File: config.mk
export PLATFORM = sky130hd
export DESIGN_NAME = fdiv_ratio_ctrl
export DESIGN_NICKNAME = d
export VERILOG_FILES = /design/src/rtl/fdiv_ratio_ctrl.sv
export SDC_FILE = /design/constraint.sdc
export NUM_CORES = 1
export LEC_CHECK = 0
export ABC_AREA = 1
export CORE_ASPECT_RATIO = 0.6
export CORE_MARGIN = 3
export CORE_UTILIZATION = 45
export CTS_CLUSTER_DIAMETER = 40
export DETAILED_ROUTE_END_ITERATION = 10
export PLACE_DENSITY_LB_ADDON = 0.08
export SLEW_MARGIN = 5
export SYNTH_ARGS = -nofsm -noshare
export SYNTH_HDL_FRONTEND = slang
export SYNTH_SLANG_ARGS = --single-unit
File: constraint.sdc
create_clock -name clk_in -period 4.2 [get_ports clk_in]
set_input_delay 0.63 -clock clk_in [delete_from_list [all_inputs] [get_ports clk_in]]
set_output_delay 0.63 -clock clk_in [all_outputs]
set_load 0.01 [all_outputs]
File: src/rtl/fdiv_ratio_ctrl.sv
// Ratio/reset controller for the integer clock divider: arbitrates two requesters
// and applies a new ratio only at a div_clk falling edge. Optional macro: FDIV_CTRL_TIMEOUT_EN.
`timescale 1ns/1ps
module fdiv_ratio_ctrl #(
    parameter logic [7:0] N_DEFAULT = 8'd2,
    parameter logic [7:0] MIN_N     = 8'd2,
    parameter int         RST_LEN   = 2,
    parameter int         TIMEOUT   = 512
) (
    input  logic       clk_in,
    input  logic       rst,
    input  logic       req0_vld,
    input  logic [7:0] req0_n,
    output logic       req0_rdy,
    input  logic       req1_vld,
    input  logic [7:0] req1_n,
    output logic       req1_rdy,
    input  logic       div_clk,
    output logic [7:0] div_n,
    output logic       div_rst_n,
    output logic       busy,
    output logic       grant_id,
    output logic       timeout_err
);
    typedef enum logic [1:0] {IDLE, WAIT_EDGE, APPLY, SETTLE} state_t;

    state_t     state, state_nx;
    logic [7:0] pending;
    logic [7:0] acc_n;
    logic [7:0] acc_clamped;
    logic [3:0] hold_cnt;
    logic       div_q;
    logic       fall;
    logic       win0, win1;
    logic       acc;
    logic       forced;
    logic       fire;

    assign fall = div_q & ~div_clk;

    // On contention the requester that did not win last time gets the grant.
    assign win0 = req0_vld & (~req1_vld | grant_id);
    assign win1 = req1_vld & (~req0_vld | ~grant_id);
    assign req0_rdy = (state == IDLE) & ~rst & win0;
    assign req1_rdy = (state == IDLE) & ~rst & win1;
    assign acc = req0_rdy | req1_rdy;
    assign acc_n = req1_rdy ? req1_n : req0_n;
    assign acc_clamped = (acc_n < MIN_N) ? MIN_N : acc_n;
    assign busy = (state != IDLE);

`ifdef FDIV_CTRL_TIMEOUT_EN
    localparam int TW = $clog2(TIMEOUT);
    logic [TW-1:0] to_cnt;

    assign forced = (to_cnt == TW'(TIMEOUT - 1));

    // Counter sits at zero outside WAIT_EDGE, so every wait starts from a clean count.
    always_ff @(posedge clk_in or posedge rst) begin
        if (rst)
            to_cnt <= '0;
        else if (state != WAIT_EDGE)
            to_cnt <= '0;
        else
            to_cnt <= to_cnt + 1'b1;
    end

    always_ff @(posedge clk_in or posedge rst) begin
        if (rst)
            timeout_err <= 1'b0;
        else if (state == WAIT_EDGE && fire)
            timeout_err <= ~fall;
    end
`else
    assign forced = 1'b0;
    assign timeout_err = 1'b0;
`endif

    assign fire = fall | forced;

    always_comb begin
        state_nx = state;
        case (state)
            IDLE:      if (acc && acc_clamped != div_n) state_nx = WAIT_EDGE;
            WAIT_EDGE: if (fire) state_nx = APPLY;
            APPLY:     if (hold_cnt == 4'(RST_LEN - 1)) state_nx = SETTLE;
            SETTLE:    state_nx = IDLE;
            default:   state_nx = IDLE;
        endcase
    end

    always_ff @(posedge clk_in or posedge rst) begin
        if (rst) begin
            state     <= IDLE;
            div_q     <= 1'b0;
            pending   <= N_DEFAULT;
            grant_id  <= 1'b1;
            div_n     <= N_DEFAULT;
            div_rst_n <= 1'b0;
            hold_cnt  <= 4'd0;
        end else begin
            state     <= state_nx;
            div_q     <= div_clk;
            div_rst_n <= (state_nx != APPLY);
            hold_cnt  <= (state == APPLY) ? hold_cnt + 4'd1 : 4'd0;
            if (acc) begin
                pending  <= acc_clamped;
                grant_id <= req1_rdy;
            end
            // div_n only moves on the WAIT_EDGE -> APPLY transition.
            if (state == WAIT_EDGE && fire)
                div_n <= pending;
        end
    end
endmodule

======== Word level (Yosys, flattened, before mapping) ========
Index checks and enable logic that the tools add are counted.
storage, ports and cells
  flip-flop bits (word level) ............. 25
  input bits .............................. 21
  output and inout port bits .............. 14
operators by class
  add/subtract/negate cells ............... 1
  order comparisons ....................... 1
  equal/unequal tests ..................... 6
  muxes and demuxes ....................... 7
  bitwise operators ....................... 14
  reductions and logical operators ........ 4
operator list
  operator                                             number
  2-to-1 mux 8 bit                                     2
  < comparator 8 x 2 -> 1 bit, second input constant   1
  != test 8 bit                                        1
  one-hot mux 2 bit (4 select lines)                   1
  AND 1 bit                                            6
  2-to-1 mux 2 bit                                     3
  inverter 1 bit                                       5
  adder 4 x 1 -> 4 bit, second input constant          1
  equality test 2 bit, second input constant           2
  equality test 4 x 1 -> 1 bit, second input constant  1
  2-to-1 mux 4 bit                                     1
  bitwise OR 1 bit                                     3
  equality test 2 x 1 -> 1 bit, second input constant  1
  logical AND 1 bit                                    2
  zero test 2 bit                                      1
  != test 2 bit, second input constant                 1
  nonzero test 2 bit                                   1

======== Logic depth before layout (Yosys ltp) ========
Gate-level depths: netlist of run 1.
  depth in word-level cells ............... 12
  depth in mapped cells ................... 16
  mapped depth without buffers ............ 16

======== Least setup slack after synthesis of run 1 ========
Ideal clock, no wire load.
  kind .................................... input to register
  start point ............................. input rst
  end point ............................... register div_rst_n
  arrival ................................. 2.019 ns
  required time ........................... 4.074 ns
  slack ................................... 2.055 ns
  stages on the path ...................... 14
  cells stage by stage .................... inv_2 -> nand2_2 -> nor2_8 -> nand2_1 -> nand2_2 -> nand2_1 -> nor2_2 -> nand2_2 -> nand3_1 -> nand2_1 -> nor2_1 -> nand2_1 -> nand2_2 -> nand3_2
on the way
  longest elaborated chain between the ends .. 11
ends and longest elaborated chain
  element                                 RTL line  source
  start: declaration                      11        input logic rst,
  inverter 1 bit (*)                      45        assign req1_rdy = (state == IDLE) & ~rst & win1;
  AND 1 bit (*) (2 in a row)              45
  via req1_rdy                            17        output logic req1_rdy,
  2-to-1 mux 8 bit                        47        assign acc_n = req1_rdy ? req1_n : req0_n;
  < comparator 8 x 2 -> 1 bit             48        assign acc_clamped = (acc_n < MIN_N) ? MIN_N : acc_n;
  2-to-1 mux 8 bit                        48
  != test 8 bit                           83        IDLE: if (acc && acc_clamped != div_n) state_nx = WAIT_EDGE;
  logical AND 1 bit (*)                   83
  2-to-1 mux 2 bit (*)                    83
  one-hot mux 2 bit (4 select lines) (*)  82        case (state)
  != test 2 bit (*)                       103       div_rst_n <= (state_nx != APPLY);
  end signal: assignment                  103
  end: declaration                        20        output logic div_rst_n,
The timed path passes the listed nets; every way through them passes the cells marked *.
A chain may end at the register's enable or synchronous reset.

======== Worst setup path after layout of run 1 ========
  start point ............................. input rst
  end point ............................... output req0_rdy
on the way
  longest elaborated chain between the ends .. 3
ends and longest elaborated chain
  element                 RTL line  source
  inverter 1 bit          44        assign req0_rdy = (state == IDLE) & ~rst & win0;
  AND 1 bit (2 in a row)  44
  end: declaration        14        output logic req0_rdy,
Every way passes these cells.

==> impl_metrics.py, run 1 <==
metrics = {
    "worst_setup_path": {
        "crit_buf_inv": 3,
        "rrSetupSlack_ps": 2310,
        "crit_path_end_kind": "output port",
        "cp-start-kind": "input port",
        "path_max_fanout": 3,
        "slowest_stage": "clkdlybuf4s50_1",
        "critPathMaxStageDelay_ps": 530,
        "crit_top_cell": "clkdlybuf4s50_1",
        "cp.arrival_ps": 2060,
        "rr_endpoint": "div_rst_n",
        "path_cells": "clkdlybuf4s50_1 -> nor2_4 -> o211ai_1 -> inv_1 -> clkdlybuf4s50_1",
        "reg2reg_from": "grant_id",
        "required_ps": 3570,
        "cp_top_family": "buffers and inverters",
        "worst-setup-path-type": "in -> out",
        "rr_worst_depth": 15,
    },
    "placement": {
        "portBuffers": 33,
        "dpl.hpwl_um": 2410,
        "place_congestion": 0.774,
    },
    "finish": {
        "drive_gt1_frac": 0.167,
        "diodes": 0,
        "multi_input_area_um2": 627,
        "fillers": 234,
        "register_area_um2": 629,
        "postLayoutCoreUtil": 0.666,
        "syn_to_final_growth_pct": 31.1,
        "finalNetCount": 227,
    },
    "detailed_routing": {
        "totalWireLength_um": 2970,
        "avgViaCountPerCell": 4.70,
        "wl_per_cell_um": 12.2,
        "drt-initial-drc-count": 67,
        "drc": 0,
        "firstDrtPassIters": 4,
        "vias": 1142,
        "ant_nets": 0,
    },
    "power": {
        "p_switching_uw": 375,
        "p_leak_uw": 0.000900,
        "p_sw_frac": 0.371,
        "p_per_area_mw_per_mm2": 562,
        "p_comb_frac": 0.451,
        "seq_power_share": 0.411,
        "peakVddDrop_mv": 0.271,
        "p_int_uw": 634,
        "clkPwrFrac": 0.138,
    },
    "outcome": {
        "status": "complete, no violations",
    },
    "logic_synthesis": {
        "synth_warnings": 0,
        "synth_seq_area_share": 0.459,
        "syn_nets": 190,
        "yosysUniqueCellTypes": 29,
        "ys_seq_elements": 25,
        "syn_inst": 167,
        "syn_area_per_cell_um2": 8.20,
        "syn_area_mm2": 0.00137,
    },
    "global_routing": {
        "track_usage": 0.169,
        "grt_max_degree": 26,
        "overflow": 0,
        "first_global_vias": 1179,
        "grt_pass1_wl_um": 5160,
        "antenna_found_initial": 0,
    },
    "clocking": {
        "ctsHtreeMaxLevel": 1,
        "clock_path_buffers": 2,
        "cts-root-buf": "clkbuf_8",
        "ctsHoldBuffers": 0,
        "post_cts_buffers": 0,
        "cts_resized": 0,
        "clock_sinks": 25,
        "clk_latency_ps": 270,
        "cts_made_buffers": 3,
        "path_clk_slew_ps": 90,
        "cts_tree": "built",
    },
    "timing": {
        "setup_tns_ps": 0,
        "finalSetupViolCount": 0,
        "whs_ps": 489,
        "report.final.slew_viol_count": 0,
        "clock_skew_ps": 9.24,
        "fin_crit_sh": 0.641,
        "layout_min_cycle_time_ps": 2690,
        "max_freq_mhz": 372,
        "finalHoldViolCount": 0,
        "rsz0062_at_grt": "false",
    },
    "hold_path": {
        "hold_path_class": "reg -> reg",
        "holdPathEnd": "grant_id",
        "hold_start": "grant_id",
        "hold_depth": 2,
    },
    "die": {
        "core_mm2": 0.00270,
        "die_area_mm2": 0.00376,
        "start_util": 0.508,
        "pin_count": 35,
        "fp.dieW_um": 77.2,
        "die_h_um": 48.7,
        "row_count": 14,
    },
    "job": {
        "cap_viol_max_count": 0,
    },
}
==> worst max-delay path by stage <==
stage	from	endpoint	depth (start not counted)
after floorplan	rst	div_rst_n	14
after global placement	rst	req0_rdy	5
after detailed placement	rst	req0_rdy	5
after CTS	rst	req0_rdy	5
after global routing	rst	req0_rdy	5
final	rst	req0_rdy	5
==> cells in the mapped netlist, drive strengths merged <==
cell    number  area [um2]
xor2         1        8.76
buf          2        12.5
o21ai       10        50.0
inv         26        97.6
clkbuf       1        3.75
nor2        20         106
nor3         1        5.00
dfrtp       22         551
o21bai       3        22.5
conb         1        3.75
mux2         5        56.3
ha           2        25.0
nand2       53         234
nand3        7        40.0
o211ai       1        7.51
dfstp        3        78.8
a21oi        2        10.0
xnor2        5        43.8
nand3b       1        7.51
a31oi        1        6.26
==> power groups by stage <==
stage / logic, uW / clock network, uW / registers [uW]
3_5_place_dp: 458 / 0 / 419
5_1_grt: 507 / 157 / 426
4_1_cts: 463 / 146 / 414
6_report: 455 / 139 / 415
3_3_place_gp: 445 / 0 / 412
2_1_floorplan: 253 / 0 / 426
==> sequential cells by signal, indices dropped and copies added, names as in the netlist <==
register	cells
pending	8
grant_id	1
div_n	8
state	2
div_rst_n	1
hold_cnt	4
div_q	1
==> cells by family after synthesis <==
| family | after synthesis | synth area share |
|---|---|---|
| adders and majority gates | 2 | 0.0183 |
| xor gates and xnor gates | 6 | 0.0384 |
| muxes | 5 | 0.0411 |
| AOI/OAI and AO/OA | 17 | 0.0703 |
| buffers and inverters | 29 | 0.0831 |
| and+or+nand+nor | 82 | 0.287 |
| DFF | 25 | 0.459 |
| other | 1 | 0.00274 |
==> worst min-delay path, delay by kind of cell (launching register included) <==
kind	cells	cell delay, ps
flip-flops	1	390
AND/OR/NAND/NOR	2	100
==> final cells by class <==
class                           count  area share
Clock buffer                        3      0.0230
Inverter                           26      0.0544
Tap cell                           40      0.0279
Multi-Input combinational cell    113       0.349
Sequential cell                    25       0.351
Timing Repair Buffer               35       0.192
Clock inverter                      1     0.00279
==> stage by stage <==
step	setup slack, ps	total power, uW	instance area [um2]	cells
2_1_floorplan	2050	679	1370	167
3_3_place_gp	1550	856	1750	239
3_5_place_dp	1500	877	1750	239
4_1_cts	1500	1020	1800	243
5_1_grt	1430	1090	1800	243
6_report	1510	1010	1800	243
==> metal layers <==
metal / global-route usage / part of all wire
met1: 0.223 / 0.47
met2: 0.285 / 0.48
met3: 0.0463 / 0.049
met4: 0.0237 / 0.0020
met5: 0 / 0
==> layout by cell type, fill, tap and decap left out, drive strengths merged <==
cell type,count
a31oi,1
nand3b,1
dfrtp,22
nor3,1
conb,1
o21bai,3
nor2,20
clkbuf,3
xnor2,5
o211ai,1
nand2,53
a21oi,2
clkdlybuf4s50,33
dfstp,3
ha,2
buf,2
o21ai,10
nand3,7
clkinv,1
mux2,5
inv,26
xor2,1
No activity file was read; power rests on OpenSTA's default activity.
==> inputs of run 2 (changes only) <==
==> constraint.sdc (replaced) <==
create_clock -name clk_in -period 2.6 [get_ports clk_in]
set_input_delay 0.39 -clock clk_in [delete_from_list [all_inputs] [get_ports clk_in]]
set_output_delay 0.39 -clock clk_in [all_outputs]
set_load 0.01 [all_outputs]
==> run 2 against run 1 <==
Net effect: via count shrank 1.1%; sequential power is 63% higher; die area unchanged; critical path type unchanged; final area about the same; combinational power up 63%; highest routed layer unchanged; global-route usage increased by 1.2 points; hold slack better by 0.62 ps.
==> impl_metrics.py, run 2 (same netlist as run 1, synthesis figures left out) <==
metrics = {
    "outcome": {
        "status": "complete, no violations",
    },
    "timing": {
        "layout_min_cycle_time_ps": 2190,
        "clock_skew_ps": 6.46,
        "tightest_slew_ps": 511,
        "max_slew_margin": 0.658,
        "rsz0062_at_grt": "false",
        "finalHoldViolCount": 0,
        "finalSetupViolCount": 0,
        "max_freq_mhz": 456,
        "report.final.slew_viol_count": 0,
        "fin_crit_sh": 0.844,
        "setup_tns_ps": 0,
    },
    "clocking": {
        "ctsHoldBuffers": 0,
        "clock_path_buffers": 2,
        "cts_made_buffers": 3,
        "path_clk_slew_ps": 80,
        "ctsHtreeMaxLevel": 1,
        "post_cts_buffers": 0,
        "cts_tree": "built",
        "clock_sinks": 25,
        "cts-root-buf": "clkbuf_8",
        "cts_resized": 0,
        "clk_latency_ps": 270,
    },
    "worst_setup_path": {
        "crit_top_cell": "clkdlybuf4s50_1",
        "rr_worst_depth": 15,
        "cp_top_family": "buffers and inverters",
        "path_max_fanout": 3,
        "cp-start-kind": "input port",
        "crit_path_end_kind": "output port",
        "crit_buf_inv": 3,
        "worst-setup-path-type": "in -> out",
        "required_ps": 2210,
        "slowest_stage": "clkdlybuf4s50_1",
        "cp.arrival_ps": 1800,
        "cp_num_cells": 5,
        "path_cells": "clkdlybuf4s50_1 -> nor2_4 -> o211ai_1 -> inv_1 -> clkdlybuf4s50_1",
        "critPathMaxStageDelay_ps": 540,
    },
    "finish": {
        "diodes": 0,
        "postLayoutCoreUtil": 0.665,
        "top_regs": "div_n: 8 flops, pending: 8 flops, hold_cnt: 4 flops",
        "final_cell_mix": "41 x nand2_1, 33 x clkdlybuf4s50_1, 24 x inv_1",
        "drive_gt1_frac": 0.163,
        "finalNetCount": 227,
        "multi_input_area_um2": 627,
        "layout_commonest_cell": "nand2_1",
        "fillers": 246,
        "register_area_um2": 629,
        "syn_to_final_growth_pct": 31.0,
        "postLayoutCellArea_mm2": 0.00179,
    },
    "detailed_routing": {
        "drc": 0,
        "totalWireLength_um": 3070,
        "drt-initial-drc-count": 54,
        "avgViaCountPerCell": 4.65,
        "ant_nets": 0,
        "wl_per_cell_um": 12.7,
        "vias": 1130,
        "firstDrtPassIters": 4,
    },
    "power": {
        "p_per_area_mw_per_mm2": 915,
        "peakVddDrop_mv": 0.592,
        "p_leak_uw": 0.000897,
    },
    "hold_path": {
        "hold_depth": 2,
        "hold_path_class": "reg -> reg",
    },
    "global_routing": {
        "track_usage": 0.181,
        "grt_max_degree": 26,
        "grt_pass1_wl_um": 5430,
        "antenna_found_initial": 0,
        "first_global_vias": 1153,
        "overflow": 0,
    },
    "placement": {
        "place_congestion": 0.888,
        "portBuffers": 33,
        "dpl.hpwl_um": 2480,
        "placed_area_mm2": 0.00175,
    },
    "die": {
        "start_util": 0.508,
        "die_area_mm2": 0.00376,
        "fp.dieW_um": 77.2,
        "pin_count": 35,
        "core_mm2": 0.00270,
        "row_count": 14,
        "die_h_um": 48.7,
    },
    "job": {
        "cap_viol_max_count": 0,
    },
}
==> run 2: changes by cell type in the layout (fill, tap and decap cells not counted) <==
cell / change
clkinv_2: -1
clkbuf_1: +1
==> run 2: stage by stage <==
stage	instances	hold WS (ps)	total power, uW	setup slack [ps]
detailed placement	239	476	1430	391
CTS	243	495	1650	388
global placement	239	472	1400	405
global route	243	526	1780	307
floorplan	167	282	1100	695
finish	243	490	1640	405
==> run 2: worst register-to-register path, cell delays in order (launching register included) <==
cell,delay [ps]
dfstp_2,560
nand2_1,70
nand2_2,160
inv_2,80
nand2_4,110
nand2_1,90
nand2_2,90
nand2_2,60
nor2_2,90
nand2_2,80
nand3_1,70
nand2_1,60
nor2_1,80
nand2_1,70
nand2_2,70
nand3_2,60
==> run 2: area by class of cell <==
class                           count  share of cell area
Sequential cell                    25               0.351
Multi-Input combinational cell    113               0.349
Timing Repair Buffer               35               0.192
Inverter                           26              0.0544
Tap cell                           40              0.0279
Clock buffer                        4              0.0251
==> run 2: per-layer routing <==
metal / global-route usage / share of wire / vias to the layer above
met5: 0 / 0 / -
met4: 0.0385 / 0.016 / 0
met3: 0.0556 / 0.065 / 8
met2: 0.266 / 0.44 / 35
met1: 0.261 / 0.48 / 509
li1: - / - / 578
==> run 2: path summary, 6_finish.rpt <==
kind	start	slack [ps]	end
worst max register to register	grant_id	720	div_rst_n
worst min register to register	pending[3]	490	pending[3]
worst min-delay path	pending[3]	490	pending[3]
worst max-delay path	rst	410	req0_rdy
min in group asynchronous	rst	590	pending[5]
max in group asynchronous	rst	1720	div_n[1]
==> run 2: where the power goes <==
| part | total, uW | internal (uW) | switching, uW | leakage, uW |
|---|---|---|---|---|
| logic | 741 | 359 | 382 | 0.000569 |
| registers | 675 | 557 | 118 | 0.000305 |
| clock network | 224 | 109 | 115 | 0.0000228 |
| total | 1640 | 1030 | 615 | 0.000897 |
